File: src/rtl/rom_arbiter.sv
// rom_arbiter: shares the single-ported boot ROM between fetch and load.
// Serialises one-cycle requests and routes each response to its owner.
module rom_arbiter #(
  parameter int ARB_MODE = 0
) (
  input  logic        clock,
  input  logic        reset,
  input  logic        imem_valid,
  input  logic [31:0] imem_addr,
  output logic [31:0] imem_rdata,
  output logic        imem_ready,
  input  logic        dmem_valid,
  input  logic [31:0] dmem_addr,
  output logic [31:0] dmem_rdata,
  output logic        dmem_ready,
  output logic        rom_valid,
  output logic        rom_instr,
  output logic [31:0] rom_addr,
  input  logic [31:0] rom_rdata,
  input  logic        rom_ready,
  output logic        arb_error
);

  typedef enum logic [1:0] {
    IDLE   = 2'd0,
    BUSY_I = 2'd1,
    BUSY_D = 2'd2
  } state_t;

  state_t      r_state;
  logic        r_pend_i;
  logic        r_pend_d;
  logic        r_last_i;
  logic        r_err;
  logic [31:0] r_addr_i;
  logic [31:0] r_addr_d;

  logic        w_acc_i;
  logic        w_acc_d;
  logic        w_bad;
  logic        w_cand_i;
  logic        w_cand_d;
  logic        w_done_i;
  logic        w_done_d;
  logic        w_issue;
  logic        w_sel_i;
  logic [31:0] w_addr_i;
  logic [31:0] w_addr_d;

  // A valid on a port that still owns an unfinished request is dropped.
  assign w_acc_i  = imem_valid & ~r_pend_i & ~reset;
  assign w_acc_d  = dmem_valid & ~r_pend_d & ~reset;
  assign w_bad    = (imem_valid & r_pend_i)
                  | (dmem_valid & r_pend_d);

  assign w_cand_i = r_pend_i | w_acc_i;
  assign w_cand_d = r_pend_d | w_acc_d;
  assign w_addr_i = w_acc_i ? imem_addr : r_addr_i;
  assign w_addr_d = w_acc_d ? dmem_addr : r_addr_d;

  assign w_done_i = rom_ready & (r_state == BUSY_I);
  assign w_done_d = rom_ready & (r_state == BUSY_D);

  always_comb begin
    w_issue = 1'b0;
    w_sel_i = 1'b0;
    unique case (r_state)
      IDLE: begin
        w_issue = w_cand_i | w_cand_d;
        if (w_cand_i & w_cand_d)
          w_sel_i = (ARB_MODE != 0) & ~r_last_i;
        else
          w_sel_i = w_cand_i;
      end
      BUSY_I: begin
        w_issue = rom_ready & w_cand_d;
        w_sel_i = 1'b0;
      end
      BUSY_D: begin
        w_issue = rom_ready & w_cand_i;
        w_sel_i = 1'b1;
      end
      default: begin
        w_issue = 1'b0;
        w_sel_i = 1'b0;
      end
    endcase
  end

  assign rom_valid  = w_issue;
  assign rom_instr  = w_issue & w_sel_i;
  assign rom_addr   = !w_issue ? '0 :
                      w_sel_i  ? w_addr_i : w_addr_d;

  assign imem_ready = w_done_i;
  assign imem_rdata = w_done_i ? rom_rdata : '0;
  assign dmem_ready = w_done_d;
  assign dmem_rdata = w_done_d ? rom_rdata : '0;
  assign arb_error  = r_err;

  always_ff @(posedge clock or posedge reset) begin
    if (reset) begin
      r_state  <= IDLE;
      r_pend_i <= 1'b0;
      r_pend_d <= 1'b0;
      r_last_i <= 1'b0;
      r_err    <= 1'b0;
      r_addr_i <= '0;
      r_addr_d <= '0;
    end else begin
      if (w_acc_i) begin
        r_pend_i <= 1'b1;
        r_addr_i <= imem_addr;
      end else if (w_done_i) begin
        r_pend_i <= 1'b0;
      end
      if (w_acc_d) begin
        r_pend_d <= 1'b1;
        r_addr_d <= dmem_addr;
      end else if (w_done_d) begin
        r_pend_d <= 1'b0;
      end
      if (w_bad)
        r_err <= 1'b1;
      // A new issue overrides the return to IDLE (back-to-back grant).
      if (w_issue) begin
        r_state  <= w_sel_i ? BUSY_I : BUSY_D;
        r_last_i <= w_sel_i;
      end else if (w_done_i | w_done_d) begin
        r_state <= IDLE;
      end
    end
  end

endmodule
File: config.mk
export PLATFORM = sky130hd
export DESIGN_NAME = rom_arbiter
export DESIGN_NICKNAME = d
export VERILOG_FILES = /design/src/rtl/rom_arbiter.sv
export SDC_FILE = /design/constraint.sdc
export NUM_CORES = 1
export LEC_CHECK = 0
export CAP_MARGIN = 20
export CORE_UTILIZATION = 35
export DETAILED_ROUTE_END_ITERATION = 10
export PLACE_DENSITY_LB_ADDON = 0.1
export SLEW_MARGIN = 40
export SYNTH_ARGS = -nofsm -noshare
export SYNTH_HDL_FRONTEND = slang
export SYNTH_SLANG_ARGS = --single-unit
File: constraint.sdc
create_clock -name clock -period 3.16 [get_ports clock]
set_clock_uncertainty 0.05 [all_clocks]
set_input_delay 0.632 -clock clock [delete_from_list [all_inputs] [get_ports clock]]
set_output_delay 0.632 -clock clock [all_outputs]
set_load 0.01 [all_outputs]
==> metrics.md <==
| Metric | Value |
|---|---|
| Status | `finished, violations left` |
| Violated checks | `setup timing` |
| Post-Synthesis Cells | `365` |
| Routed length per instance | `17.4 um` |
| Synth area leaders | `dfrtp_1 (46%), mux2_2 (19%), and3_1 (11%)` |
| Switching Fraction | `24.0%` |
| DP Worst Slack | `-0.444 ns` |
| Largest net degree at the start of global routing | `67` |
| Max-cap violation count | `0` |
| Fill cells | `887` |
| Seq/Total Area, Yosys | `46.0%` |
| Drt drc | `0` |
| Core area | `10400 sq um` |
| Max-slew headroom | `62.2%` |
| CP Max Fanout | `10` |
| Synth async-reset ratio | `100%` |
| Initial drt markers | `145` |
| Total Routing Usage GR | `22.6%` |
| Internal Power | `1.44 mW` |
| Clk_lat worst skew | `0.33 ns` |
| Setup_tns | `-0.00622 ns` |
| Final period util | `100%` |
| Area delta synth->final | `68.6%` |
| Gpl congestion | `0.778` |
| Slew Limit Fails | `0` |
| Reg2reg end | `r_state[1]$_DFFE_PP0P_` |
| Post-synthesis cell type count | `29` |
| Diodes inserted | `0` |
| Nets@finish | `677` |
| CTS root buf | `clkbuf_8` |
| TritonCTS buffer count | `9` |
| Post-Synthesis Cell Area | `3750 sq um` |
| Antenna violations before repair | `0` |
| Depth of the worst register-to-register path | `6` |
| CTS max path bufs | `2` |
| Min Tclk post-route | `3.17 ns` |
| Critical Path End Type | `output pin` |
| Initial Util | `36.2%` |
| GRT Residual Overflow | `0` |
| Startpoint of the worst-slack reg-to-reg timing path | `r_state[0]$_DFFE_PP0P_` |
| Leak | `2.93 nW` |
| Proportion of layout cells with a drive suffix above 1 | `29.9%` |
| Die Span X | `106 um` |
| Placed wire-length estimate | `8590 um` |
| Pre-Repair DR Iteration Count | `4` |
| Critical Path Sink | `rom_addr[17]` |
| Ys flop type | `dfrtp_1` |
| Syn Area/Cell | `10.3 sq um` |
| Ys Warns | `0` |
| Net Switching | `454 uW` |
| CP Class | `in2out` |
| Clock group share of total power | `31.9%` |
| Final Util | `61.0%` |
| Vias per Instance | `5.14` |
| Number of clock sinks | `69` |
| Startpoint Class | `input port` |
| Post-route ant nets | `0` |
| Flop pwr share | `52.4%` |
| Top-area cell type share of the netlist area | `46.0%` |
| CTS tree | `done` |
| Critical Path RT | `2.48 ns` |
| Combinational power share | `15.7%` |
| Number of core rows | `37` |
| Number of synthesized flops with an enable pin | `0` |
| First-pass GRT wire length | `19700 um` |
| DIE AREA | `11100 sq um` |
| Setup slack, reg-to-reg | `1.16 ns` |
| Die Y | `106 um` |
| Critical Path Start | `dmem_valid` |
| RSZ-0062 raised after global routing | `yes` |
| Yosys top cell by area | `dfrtp_1` |
| Arr. time, crit path | `2.48 ns` |
| H-Tree Depth | `3` |
| Syn_nets | `470` |
| #FFs+latches synth | `69` |
| Vias in the first global route | `3893` |
| VDD IR-drop max | `0.000190 V` |
| Worst-Margin Slew | `0.567 ns` |
| IO Count | `202` |
| HP Class | `reg2reg` |
| Routed wire length | `12400 um` |
| Max Fclk | `316 MHz` |
| Via count | `3657` |
| Final hold vios | `0` |
| Final setup violating endpoints | `1` |
| Reg clk slew, reported paths | `0.07 ns` |
| Power per Cell Area | `299 nW/um^2` |
| PortBufs | `201` |
| PnR worst setup slack | `-0.00622 ns` |
==> repair_timing <==
action                                  CTS  global route
endpoints found under the setup margin   34            32
resized for setup                       105            55
buffers inserted                          6             1
pin swaps                                 5             5
hold buffers                              0             0
cloned                                    3             0
==> placed cells by master (no fill, tap or decap), types with 3 or more instances in the layout <==
master           synthesis  routed
a21oi_1                 33      29
a21oi_2                  0       4
and3_1                  64      64
buf_12                   0       3
buf_2                    4      12
buf_4                    6      20
buf_6                    0       7
clkbuf_2                 0      13
clkbuf_8                 0       9
clkdlybuf4s15_1          0       6
clkdlybuf4s50_1          0     165
dfrtp_1                 69      69
dlygate4sd2_1            0       4
ha_1                     4       3
inv_1                    6       5
mux2_2                  64      57
mux2_4                   0       7
nor2_1                   5       5
nor3_1                  65      39
nor3_2                   0      26
==> how the worst min path moves through the flow <==
stage	from	endpoint	cells past startpoint
final	arb_error$_DFFE_PP0P_	arb_error$_DFFE_PP0P_	1
after global routing	r_addr_i[26]$_DFF_PP0_	r_addr_i[26]$_DFF_PP0_	1
after CTS	arb_error$_DFFE_PP0P_	arb_error$_DFFE_PP0P_	1
after detailed placement	arb_error$_DFFE_PP0P_	arb_error$_DFFE_PP0P_	1
after global placement	arb_error$_DFFE_PP0P_	arb_error$_DFFE_PP0P_	1
after floorplan	r_addr_i[10]$_DFF_PP0_	r_addr_i[10]$_DFF_PP0_	1
==> sequential cells by signal, indices dropped and copies added, names as in the netlist <==
register and flops:
r_pend_i 1, r_addr_d 32, arb_error 1, r_pend_d 1, r_addr_i 32, r_state 2
==> layout make-up <==
type                    instances  area, sq um  area share (%)
clock buffers                  11          131            2.08
clock inverters                 4         26.3           0.416
inverters                       7         26.3           0.416
multi-input cells             253         2040            32.2
flip-flops and latches         69         1730            27.3
well taps                     136          170            2.69
repair buffers                232         2210            34.9
==> through the flow <==
stage	cell area [sq um]	cells	hold WS [ns]	total power, mW
6_report	6320	712	0.440	1.89
5_1_grt	6320	712	0.464	1.98
4_1_cts	6330	713	0.443	1.91
3_5_place_dp	6000	689	0.423	1.30
3_3_place_gp	6000	689	0.428	1.28
2_1_floorplan	3750	365	0.422	1.13
==> kinds of logic (layout without fill, tap and decap cells) <==
kind of cell | Yosys count | in the layout | synth area share, %
AND/OR/NAND/NOR | 142 | 142 | 21.4
flip-flops | 69 | 69 | 46.0
buffers and inverters | 43 | 254 | 5.04
adder cells (fa/ha/maj) | 4 | 4 | 1.33
AO/OA/AOI/OAI | 41 | 41 | 6.37
multiplexers | 66 | 66 | 19.8
==> critical path: stages <==
cell	delay, ns
clkdlybuf4s50_1	0.48
nor3b_4	0.21
buf_6	0.15
buf_12	0.13
mux2_2	0.34
nor3_1	0.17
nor3_1	0.07
dlygate4sd2_1	0.28
==> power by group through the flow <==
stage,Clock [mW],Sequential (mW),Combinational [mW]
finish,0.604,0.992,0.296
global route,0.658,1.00,0.321
CTS,0.623,0.992,0.294
detailed placement,0,1.01,0.288
global placement,0,1.00,0.280
floorplan,0,1.00,0.127
==> per-layer routing <==
layer / vias to the layer above / wire length, um / global-route usage (%)
li1: 1732 / - / -
met1: 1772 / 5240 / 27.5
met2: 144 / 6270 / 40.1
met3: 9 / 782 / 5.44
met4: 0 / 108 / 5.56
met5: - / 0 / 0
==> cell usage after synthesis (2+ instances only) <==
master / n
nor2_1: 5
buf_4: 6
clkbuf_1: 25
and3_1: 64
dfrtp_1: 69
nor3_1: 65
ha_1: 4
inv_1: 6
and2_1: 2
a21oi_1: 33
buf_2: 4
nor3b_2: 2
mux2_2: 64
Power figures use the tool's default switching activity.
